**config.mk**
```make
export PLATFORM = sky130hd
export DESIGN_NAME = shift_pattern_gen_flat
export DESIGN_NICKNAME = d
export VERILOG_FILES = /design/src/rtl/shift_pattern_gen_pkg.sv /design/src/rtl/shift_pattern_gen_if.sv /design/src/rtl/shift_pattern_gen_step.sv /design/src/rtl/shift_pattern_gen.sv /design/src/flat_wrapper.sv
export SDC_FILE = /design/constraint.sdc
export NUM_CORES = 1
export LEC_CHECK = 0
export ABC_AREA = 1
export CELL_PAD_IN_SITES_DETAIL_PLACEMENT = 0
export CELL_PAD_IN_SITES_GLOBAL_PLACEMENT = 1
export CORE_ASPECT_RATIO = 1.2
export CORE_UTILIZATION = 34
export DETAILED_ROUTE_END_ITERATION = 10
export PLACE_DENSITY_LB_ADDON = 0.1
export SLEW_MARGIN = 5
export SYNTH_ARGS = -nofsm -noshare
export SYNTH_HDL_FRONTEND = slang
export SYNTH_HIERARCHICAL = 1
export SYNTH_SLANG_ARGS = --single-unit
```
**constraint.sdc**
```tcl
create_clock -name clk -period 1.75 [get_ports clk]
set_input_delay 0.175 -clock clk [delete_from_list [all_inputs] [get_ports clk]]
set_output_delay 0.175 -clock clk [all_outputs]
set_load 0.05 [all_outputs]
```
**src/rtl/shift_pattern_gen_pkg.sv**
```systemverilog
`default_nettype none
// +----------------------------------------------------------------------------+
// | shift_pattern_gen_pkg : mode and FSM state encodings for the generator     |
// | Rev 1.0                                                                    |
// +----------------------------------------------------------------------------+
package shift_pattern_gen_pkg;

  typedef enum logic [1:0] {
    MODE_SHIFT  = 2'd0,
    MODE_ROTATE = 2'd1,
    MODE_LFSR   = 2'd2,
    MODE_HOLD   = 2'd3
  } mode_t;

  typedef enum logic [0:0] {
    ST_IDLE = 1'b0,
    ST_RUN  = 1'b1
  } state_t;

endpackage : shift_pattern_gen_pkg
`default_nettype wire

```
**src/rtl/shift_pattern_gen_if.sv**
```systemverilog
`default_nettype none
// +----------------------------------------------------------------------------+
// | shift_pattern_gen_if : control and pattern bus of the generator            |
// | Rev 1.0                                                                    |
// +----------------------------------------------------------------------------+
interface shift_pattern_gen_if #(
  parameter int WIDTH = 8,
  parameter int CNT_W = 8
);

  logic                        load;
  logic [WIDTH-1:0]            load_data;
  logic                        start;
  shift_pattern_gen_pkg::mode_t mode;
  logic [CNT_W-1:0]            burst_len;
  logic                        sin;
  logic                        D;
  logic [WIDTH-1:0]            q;
  logic                        busy;
  logic                        done;

  modport master (
    output load, load_data, start, mode, burst_len, sin,
    input  D, q, busy, done
  );

  modport slave (
    input  load, load_data, start, mode, burst_len, sin,
    output D, q, busy, done
  );

endinterface : shift_pattern_gen_if
`default_nettype wire

```
**src/rtl/shift_pattern_gen_step.sv**
```systemverilog
`default_nettype none
// +----------------------------------------------------------------------------+
// | shift_pattern_gen_step : one combinational advance of the pattern register |
// | Rev 1.0                                                                    |
// +----------------------------------------------------------------------------+
module shift_pattern_gen_step
  import shift_pattern_gen_pkg::*;
#(
  parameter int               WIDTH = 8,
  parameter logic [WIDTH-1:0] TAPS  = 8'h1D
) (
  input  logic [WIDTH-1:0] i_q,
  input  mode_t            i_mode,
  input  logic             i_sin,
  output logic [WIDTH-1:0] o_q_next
);

  logic [WIDTH-1:0] w_shl;

  assign w_shl = {i_q[WIDTH-2:0], 1'b0};

  always_comb begin
    o_q_next = i_q;
    case (i_mode)
      MODE_SHIFT:  o_q_next = {i_q[WIDTH-2:0], i_sin};
      MODE_ROTATE: o_q_next = {i_q[WIDTH-2:0], i_q[WIDTH-1]};
      MODE_LFSR: begin
        // An all-zero Galois register would stick at zero; kick it to 1 instead.
        if (i_q == '0) begin
          o_q_next = WIDTH'(1);
        end else begin
          o_q_next = w_shl ^ (i_q[WIDTH-1] ? TAPS : '0);
        end
      end
      default:     o_q_next = i_q;
    endcase
  end

endmodule : shift_pattern_gen_step
`default_nettype wire

```
**src/rtl/shift_pattern_gen.sv**
```systemverilog
`default_nettype none
// +----------------------------------------------------------------------------+
// | shift_pattern_gen : burst-controlled shift/rotate/LFSR pattern generator   |
// | Rev 1.0                                                                    |
// +----------------------------------------------------------------------------+
module shift_pattern_gen
  import shift_pattern_gen_pkg::*;
#(
  parameter int               WIDTH = 8,
  parameter int               CNT_W = 8,
  parameter logic [WIDTH-1:0] SEED  = 8'h01,
  parameter logic [WIDTH-1:0] TAPS  = 8'h1D
) (
  input  logic               clk,
  input  logic               reset,
  shift_pattern_gen_if.slave bus
);

  state_t           r_state, w_state_nxt;
  mode_t            r_mode,  w_mode_nxt;
  logic [CNT_W-1:0] r_count, w_count_nxt;
  logic [WIDTH-1:0] r_q,     w_q_nxt;
  logic             r_done,  w_done_nxt;
  logic [WIDTH-1:0] w_q_step;

  shift_pattern_gen_step #(
    .WIDTH (WIDTH),
    .TAPS  (TAPS)
  ) u_step (
    .i_q      (r_q),
    .i_mode   (r_mode),
    .i_sin    (bus.sin),
    .o_q_next (w_q_step)
  );

  always_ff @(posedge clk or negedge reset) begin
    if (!reset) begin
      r_state <= ST_IDLE;
      r_mode  <= MODE_SHIFT;
      r_count <= '0;
      r_q     <= SEED;
      r_done  <= 1'b0;
    end else begin
      r_state <= w_state_nxt;
      r_mode  <= w_mode_nxt;
      r_count <= w_count_nxt;
      r_q     <= w_q_nxt;
      r_done  <= w_done_nxt;
    end
  end

  always_comb begin
    w_state_nxt = r_state;
    w_mode_nxt  = r_mode;
    w_count_nxt = r_count;
    w_q_nxt     = r_q;
    w_done_nxt  = 1'b0;
    case (r_state)
      ST_IDLE: begin
        if (bus.load) begin
          w_q_nxt = bus.load_data;
        end else if (bus.start) begin
          // A zero-length burst completes immediately without touching q.
          if (bus.burst_len != '0) begin
            w_mode_nxt  = bus.mode;
            w_count_nxt = bus.burst_len;
            w_state_nxt = ST_RUN;
          end else begin
            w_done_nxt = 1'b1;
          end
        end
      end
      ST_RUN: begin
        w_q_nxt = w_q_step;
        if (r_count == CNT_W'(1)) begin
          w_state_nxt = ST_IDLE;
          w_done_nxt  = 1'b1;
        end else begin
          w_count_nxt = r_count - CNT_W'(1);
        end
      end
      default: w_state_nxt = ST_IDLE;
    endcase
  end

  assign bus.q    = r_q;
  assign bus.D    = r_q[WIDTH-1];
  assign bus.busy = (r_state == ST_RUN);
  assign bus.done = r_done;

endmodule : shift_pattern_gen
`default_nettype wire
```
**src/flat_wrapper.sv**
```systemverilog
// flat-port wrapper written by rule: the top's interface ports become plain ports
module shift_pattern_gen_flat import shift_pattern_gen_pkg::*;
#(
  parameter int               WIDTH = 8,
  parameter int               CNT_W = 8,
  parameter logic [WIDTH-1:0] SEED  = 8'h01,
  parameter logic [WIDTH-1:0] TAPS  = 8'h1D
)
  (clk, reset, bus_load, bus_load_data, bus_start, bus_mode, bus_burst_len, bus_sin, bus_D, bus_q, bus_busy, bus_done);
  shift_pattern_gen_if #(.WIDTH(WIDTH), .CNT_W(CNT_W)) bus_i ();
  input  logic clk;
  input  logic reset;
  input wire logic [$bits(bus_i.load)-1:0] bus_load;
  input wire logic [$bits(bus_i.load_data)-1:0] bus_load_data;
  input wire logic [$bits(bus_i.start)-1:0] bus_start;
  input wire logic [$bits(bus_i.mode)-1:0] bus_mode;
  input wire logic [$bits(bus_i.burst_len)-1:0] bus_burst_len;
  input wire logic [$bits(bus_i.sin)-1:0] bus_sin;
  output wire logic [$bits(bus_i.D)-1:0] bus_D;
  output wire logic [$bits(bus_i.q)-1:0] bus_q;
  output wire logic [$bits(bus_i.busy)-1:0] bus_busy;
  output wire logic [$bits(bus_i.done)-1:0] bus_done;
  assign bus_i.load = bus_load;
  assign bus_i.load_data = bus_load_data;
  assign bus_i.start = bus_start;
  assign bus_i.mode = bus_mode;
  assign bus_i.burst_len = bus_burst_len;
  assign bus_i.sin = bus_sin;
  assign bus_D = bus_i.D;
  assign bus_q = bus_i.q;
  assign bus_busy = bus_i.busy;
  assign bus_done = bus_i.done;
  shift_pattern_gen #(.WIDTH(WIDTH), .CNT_W(CNT_W), .SEED(SEED), .TAPS(TAPS)) u_core (.clk(clk), .reset(reset), .bus(bus_i));
endmodule
```
# [Word-level counts from Yosys, hierarchy flattened]
# Cells that the tools add are included.
[word_totals] regBits=20 inputBits=23 elab_cells=44
[classes] addsub=1 n_eq_ne=9 muxes=20 bitwise_logic=3 reduce_logical=6
[op_table] op="2-to-1 mux 8 bit" count=6
[op_table] op="one-hot mux 8 bit (2 select lines)" count=2
[op_table] op="one-hot mux 8 bit (3 select lines)" count=1
[op_table] op="equality test 8 x 1 -> 1 bit, second input constant" count=1
[op_table] op="zero test 8 bit" count=1
[op_table] op="2-to-1 mux 1 bit" count=8
[op_table] op="!= test 2 bit, second input constant" count=4
[op_table] op="AND reduction 4 bit" count=2
[op_table] op="nonzero test 8 bit" count=1
[op_table] op="subtractor 8 x 1 -> 8 bit, second input constant" count=1
[op_table] op="bitwise XOR 8 x 5 -> 8 bit" count=1
[op_table] op="2-to-1 mux 5 bit" count=1
[op_table] op="!= test 4 bit, second input constant" count=1
[op_table] op="one-hot mux 1 bit (2 select lines)" count=2
[op_table] op="equality test 2 x 1 -> 1 bit, second input constant" count=1
[op_table] op="equality test 2 bit, second input constant" count=1
[op_table] op="zero test 2 bit" count=1
[op_table] op="!= test 2 x 1 -> 1 bit, second input constant" count=1
[op_table] op="inverter 1 bit" count=2
[op_table] op="AND reduction 2 bit" count=1

# [Depth between registers and ports, before layout]
# Gate-level depths: netlist of the first run.
[logic_depth] ltp_word=5 depth_mapped=10 mapped_depth_nobuf=10

# [Hierarchy]
# Netlist of the first run, hierarchy kept.
[modules_own_cells] mod="shift_pattern_gen" instances=1 cells_per_inst=159 area_per_inst_um2=1176.1 seq_area_each_um2=501.7
[modules_own_cells] mod="shift_pattern_gen_step" instances=1 cells_per_inst=44 area_per_inst_um2=210.2 seq_area_each_um2=0.0

# [Least setup slack after synthesis of the first run]
# Ideal clock, no wire load.
[synth_timing] kind="flip-flop to flip-flop" start="register u_core.r_state, in the netlist u_core/bus.busy" end="register u_core.r_count[7]" arrival_ps=1375 t_required_ps=1633 slack_ps=258 stages_incl_launch_ff=9 path_buffers=1 path_cell_list="dfrtp_1 > inv_2 > nand2_2 > nor2_4 > o21ai_4 > nand2_4 > buf_6 > nand3_2 > nand2_1"
[synth_between] elab_chain_cells=3 word_cells_on_any_way=7
[synth_lines] item="from (decl)" line_no="shift_pattern_gen.sv:19" rtl="state_t r_state, w_state_nxt;"
[synth_lines] item="from (signal assigned)" line_no="shift_pattern_gen.sv:44" rtl="r_state <= w_state_nxt;"
[synth_lines] item="inverter 1 bit (no source line)"
[synth_lines] item="!= test 2 x 1 -> 1 bit (no source line) / != test 2 bit (equally long branches)"
[synth_lines] item="AND reduction 4 bit (no source line)"
[synth_lines] item="to (signal assigned)" line_no="shift_pattern_gen.sv:46" rtl="r_count <= w_count_nxt;"
[synth_lines] item="to (decl)" line_no="shift_pattern_gen.sv:21" rtl="logic [CNT_W-1:0] r_count, w_count_nxt;"
# Several ways; a longest one is shown, not always the timed one.
# A chain may end at the register's enable or synchronous reset.

# [Worst setup path after layout of the first run]
[layout_timing] start="register u_core.r_q[4], in the netlist u_core/bus.q[4]" end="output bus_q[4]"
[layout_lines] item="from (decl)" line_no="shift_pattern_gen.sv:22" rtl="logic [WIDTH-1:0] r_q, w_q_nxt;"
[layout_lines] item="from (signal assigned)" line_no="shift_pattern_gen.sv:47" rtl="r_q <= w_q_nxt;"
[layout_lines] item="to (decl)" line_no="flat_wrapper.sv:20" rtl="output wire logic [$bits(bus_i.q)-1:0] bus_q;"
# No word-level cell between the ends.

==> impl_metrics.env, run 1 <==
export IMPL_path_class="flop to output port"
export IMPL_crit_start="u_core/bus.q[4]$_DFFE_PN0N_"
export IMPL_syn_nets=228
export IMPL_fillers=399
export IMPL_clock_fmax_mhz=594.8
export IMPL_clockBufferDepth=2
export IMPL_io_buffer_count=33
export IMPL_path_clk_slew_ns=0.08
export IMPL_cts_resized=0
export IMPL_power_leakage_nw=0.9069
export IMPL_slew_violations=0
export IMPL_die_h_um=71.95
export IMPL_routabilityCongestion=0.8583
export IMPL_cp_required_ns=1.57
export IMPL_critical_path_arrival_ns=1.51
export IMPL_total_power_mw=3.335
export IMPL_crit_chain="clkdlybuf4s50_1"
export IMPL_place_inst=290
export IMPL_hold_viol=0
export IMPL_die_area_um2=4338
export IMPL_worst_slew_pin_slew_ns=0.5046
export IMPL_synth_seq_cells=20
export IMPL_grt_max_degree=23
export IMPL_cts_root_buf="clkbuf_8"
export IMPL_ctsHoldBuffers=0
export IMPL_cts_setup_buffers=0
export IMPL_cp_max_fo=5
export IMPL_h_tree_depth=1
export IMPL_routed_wirelength_mm=3.620
export IMPL_ant_nets=0
export IMPL_drive_gt1_share_pct=17.92
export IMPL_nNetsFinal=266
export IMPL_r2r_slack_ns=0.18
export IMPL_min_path_type="input pin to async pin"
export IMPL_cts_tree="built"
export IMPL_grt_pass1_wl_mm=5.844
export IMPL_final_cell_mix="73 x nand2_1, 26 x nand3_1, 25 x clkdlybuf4s50_1"
export IMPL_rsz0062_at_grt="false"
export IMPL_synth_seq_area_share_pct=36.19
export IMPL_syn_inst=203
export IMPL_num_vias=1386
export IMPL_grt_total_usage_pct=17.68
export IMPL_dp_hpwl_mm=2.758
export IMPL_vdd_ir_drop_max_mv=0.6631
export IMPL_coreArea_um2=3910
export IMPL_avgSynthCellArea_um2=6.829
export IMPL_endpoint_kind="output port"
export IMPL_placement_rows=25
export IMPL_cpPeakStageDelay_ns=0.83
export IMPL_synth_area_um2=1386
export IMPL_diodes=0
export IMPL_wl_per_cell_um=12.31
export IMPL_r2r_start="u_core/r_count[1]$_DFFE_PN0P_"
export IMPL_cp_start_kind="flop"
export IMPL_instances_no_fill=294
export IMPL_cp_slowest_cell="clkdlybuf4s50_1"
export IMPL_path_buf_inv=1
export IMPL_first_pass_iters=4
export IMPL_status="completed"
export IMPL_cts_sinks=20
export IMPL_worst_skew_pair_late_latency_ns=0.25
export IMPL_syn2layout_area_growth_pct=32.76
export IMPL_rr_worst_depth=8
export IMPL_skew_ns=0.001307
export IMPL_antenna_found_initial=0
export IMPL_drv_cap=0
export IMPL_ys_warn_count=6
export IMPL_die_x_um=60.29
export IMPL_hold_ws_ns=0.2550
export IMPL_drc_errors=0
export IMPL_period_share_pct=96.08
export IMPL_drt_iter0_markers=44
export IMPL_avgViaCountPerCell=4.714
export IMPL_period_minus_slack_ns=1.681
export IMPL_grt_pass1_vias=1320
export IMPL_slew_headroom_pct=66.31
export IMPL_start_util_pct=35.46
export IMPL_p_per_area_nw_per_um2=1812
export IMPL_finalSetupTns_ns=0
export IMPL_gr_total_overflow=0
export IMPL_synth_cell_type_count=27
export IMPL_crit_family="buffers and inverters"
export IMPL_r2r_end="u_core/r_count[0]$_DFFE_PN0P_"
export IMPL_final_setup_viol_count=0
export IMPL_cts_buffers=3
export IMPL_pin_count=34
export IMPL_final_common_cell="nand2_1"
stage by stage:
step	instance area, um2	setup slack, ns	utilization, %
final	1841	0.06865	47.07
after detailed placement	1783	0.1793	45.60
after CTS	1838	0.05161	47.01
after floorplan	1386	0.2583	-
after global placement	1783	0.2217	45.60
after global routing	1841	0.02647	47.07
sequential cells by signal, indices dropped and copies added, names as in the netlist:
name             cells
u_core/bus.q         8
u_core/r_count       8
u_core/r_mode        2
u_core/bus.busy      1
u_core/bus.done      1
cell families after synthesis:
logic type	Yosys count	share of synthesized area [%]
and+or+nand+nor	131	42.51
buffers and inverters	28	8.755
AOI/OAI and AO/OA	21	10.11
DFF	20	36.19
adders and majority gates	2	1.805
xor gates and xnor gates	1	0.6319
synth_stat cells, drive strengths merged:
cell type  count  area [um2]
clkinv         1       8.760
nand3         29       160.2
ha             2       25.02
or2            3       18.77
inv           23       86.33
dfstp          1       26.28
nand2         79       316.5
nor3b          1       7.510
o211ai         3       27.52
dfrtp         19       475.5
buf            2       18.77
clkbuf         2       7.510
o21ai         18       112.6
xor2           1       8.760
nand4          1       6.260
nor2          18       80.07
power breakdown:
| part | internal, mW | switching, mW | total (mW) | leakage [nW] |
|---|---|---|---|---|
| clock | 0.200 | 0.159 | 0.359 | 0.0288 |
| sequential | 0.692 | 0.275 | 0.966 | 0.244 |
| combinational | 0.727 | 1.28 | 2.01 | 0.634 |
area by class of cell:
| type | instances | area (um2) | share of cell area [%] |
|---|---|---|---|
| multi-input cells | 155 | 763.2 | 41.47 |
| flip-flops and latches | 20 | 501.7 | 27.26 |
| repair buffers | 37 | 357.8 | 19.44 |
| inverters | 24 | 95.09 | 5.167 |
| well taps | 54 | 67.56 | 3.671 |
| clock buffers | 4 | 55.05 | 2.991 |
layer usage:
layer / vias to the layer above / wire [um] / GRT usage (%)
met1: 647 / 1501 / 20.18
li1: 717 / - / -
met4: 0 / 16 / 3.359
met3: 2 / 99 / 2.139
met5: - / 0 / 0
met2: 20 / 2003 / 34.07
worst max-delay path by stage:
stage	endpoint	slack (ns)	cells after the start
floorplan	u_core/r_count[7]$_DFFE_PN0P_	0.26	8
global placement	u_core/r_count[0]$_DFFE_PN0P_	0.22	7
detailed placement	u_core/r_count[0]$_DFFE_PN0P_	0.18	8
CTS	bus_q[6]	0.05	1
global route	bus_q[4]	0.03	1
finish	bus_q[4]	0.07	1
(Power assumes the default switching activity.)
==> run 2, diff against run 1 <==
- CORE_UTILIZATION: 34 -> 32
- CTS_BUF_LIST: unset -> sky130_fd_sc_hd__clkbuf_4 sky130_fd_sc_hd__clkbuf_8
- clock period: 1.75 -> 1.5 ns (I/O delays scaled with it)
==> run 2 against run 1 <==
Die area increased by 6.1%. Sequential share of layout area down 1.8 points. Cell area up 6.9%. Sequential cell count unchanged. Critical path type is now flop to flop. Critical endpoint is now u_core/r_count[7]$_DFFE_PN0P_.
==> impl_metrics.env, run 2 (same netlist as run 1, synthesis figures left out) <==
export IMPL_gr_total_overflow=0
export IMPL_ctsHoldBuffers=0
export IMPL_status="completed"
export IMPL_placement_rows=25
export IMPL_path_class="flop to flop"
export IMPL_cts_tree="built"
export IMPL_cp_max_fo=12
export IMPL_dp_hpwl_mm=2.802
export IMPL_antenna_found_initial=0
export IMPL_grt_pass1_vias=1471
export IMPL_nNetsFinal=272
export IMPL_slew_violations=0
export IMPL_drt_iter0_markers=96
export IMPL_final_setup_viol_count=0
export IMPL_drive_gt1_share_pct=23.58
export IMPL_cp_slowest_cell="dfrtp_1"
export IMPL_coreArea_um2=4035
export IMPL_cts_root_buf="clkbuf_8"
export IMPL_cpPeakStageDelay_ns=0.40
export IMPL_clockBufferDepth=2
export IMPL_die_h_um=74.10
export IMPL_syn2layout_area_growth_pct=41.88
export IMPL_hold_ws_ns=0.2279
export IMPL_hold_viol=0
export IMPL_io_buffer_count=33
export IMPL_worst_skew_pair_late_latency_ns=0.26
export IMPL_grt_max_degree=23
export IMPL_period_minus_slack_ns=1.405
export IMPL_skew_ns=0.005944
export IMPL_power_leakage_nw=0.9502
export IMPL_routed_wirelength_mm=3.809
export IMPL_final_common_cell="nand2_1"
export IMPL_h_tree_depth=1
export IMPL_slew_headroom_pct=72.31
export IMPL_path_clk_slew_ns=0.08
export IMPL_start_util_pct=34.36
export IMPL_die_x_um=62.09
export IMPL_period_share_pct=93.65
export IMPL_critical_path_arrival_ns=1.57
export IMPL_endpoint_kind="flop"
export IMPL_ant_nets=0
export IMPL_wl_met1_mm=1.551
export IMPL_met2WireLength_mm=2.004
export IMPL_highest_layer="met4"
export IMPL_die_area_um2=4601
export IMPL_drc_errors=0
export IMPL_crit_chain="inv_2, ha_1, nor3b_2, nand2_2, nand2_4, nand2_8, nand3_2, nand2_1"
export IMPL_diodes=0
export IMPL_num_vias=1449
export IMPL_crit_family="simple AND/OR/NAND/NOR gates"
export IMPL_final_cell_mix="72 x nand2_1, 26 x nand3_1, 22 x clkdlybuf4s50_1"
export IMPL_path_buf_inv=1
export IMPL_cp_required_ns=1.66
export IMPL_routabilityCongestion=0.8201
export IMPL_first_pass_iters=4
export IMPL_clock_fmax_mhz=711.9
export IMPL_vdd_ir_drop_max_mv=0.8611
export IMPL_grt_pass1_wl_mm=6.561
export IMPL_avgViaCountPerCell=4.830
export IMPL_utilization_pct=48.74
export IMPL_pin_count=34
export IMPL_cts_sinks=20
export IMPL_wl_met3_um=151
export IMPL_drv_cap=0
export IMPL_cts_buffers=3
export IMPL_grt_total_usage_pct=19.23
export IMPL_worst_slew_pin_slew_ns=0.4153
export IMPL_min_path_type="input pin to async pin"
export IMPL_p_per_area_nw_per_um2=2171
export IMPL_cp_start_kind="flop"
export IMPL_fillers=421
export IMPL_wl_per_cell_um=12.70
[run 2: path summary, 6_finish.rpt]
path,slack [ns],cells after the start,start,end
worst max-delay path,0.1,8,u_core/r_count[1]$_DFFE_PN0P_,u_core/r_count[7]$_DFFE_PN0P_
worst min-delay path,0.23,2,reset,u_core/bus.q[5]$_DFFE_PN0N_
worst max register to register,0.1,8,u_core/r_count[1]$_DFFE_PN0P_,u_core/r_count[7]$_DFFE_PN0P_
worst min register to register,0.55,2,u_core/bus.q[0]$_DFFE_PN1N_,u_core/bus.q[0]$_DFFE_PN1N_
max in group asynchronous,0.99,2,reset,u_core/bus.q[0]$_DFFE_PN1N_
min in group clk,0.44,3,bus_load_data[0],u_core/bus.q[0]$_DFFE_PN1N_
[run 2: final cells by class]
class	instances	area (um2)	area share (%)
Multi-Input combinational cell	155	797.0	40.52
Clock buffer	4	48.80	2.481
Tap cell	54	67.56	3.435
Sequential cell	20	501.7	25.51
Timing Repair Buffer	43	456.7	23.22
Inverter	24	95.09	4.835
[run 2: repair_timing]
action                                  CTS  global route
gates resized for setup                   0            11
endpoints found under the setup margin    0             8
setup buffers                             0             2
[run 2: where the power goes]
part	switching, mW	internal (mW)
clock	0.188	0.207
sequential	0.365	0.807
combinational	1.57	1.13
[run 2: metrics by stage]
step / cells / power, mW / TNS [ns] / worst slack, ns / area, um2
final: 300 / 4.269 / 0 / 0.09526 / 1967
after floorplan: 203 / 2.839 / 0 / 0.008286 / 1386
after detailed placement: 294 / 3.745 / -0.01036 / -0.008386 / 1866
after global placement: 294 / 3.699 / 0 / 0.02413 / 1866
after global routing: 300 / 4.688 / -0.02926 / -0.01711 / 1967
after CTS: 298 / 4.150 / 0 / 0.02650 / 1914
[run 2: routing by layer]
| layer | vias to the layer above | global-route usage [%] |
|---|---|---|
| met5 | - | 0 |
| li1 | 728 | - |
| met2 | 33 | 34.52 |
| met3 | 10 | 2.957 |
| met1 | 678 | 21.86 |
| met4 | 0 | 8.395 |
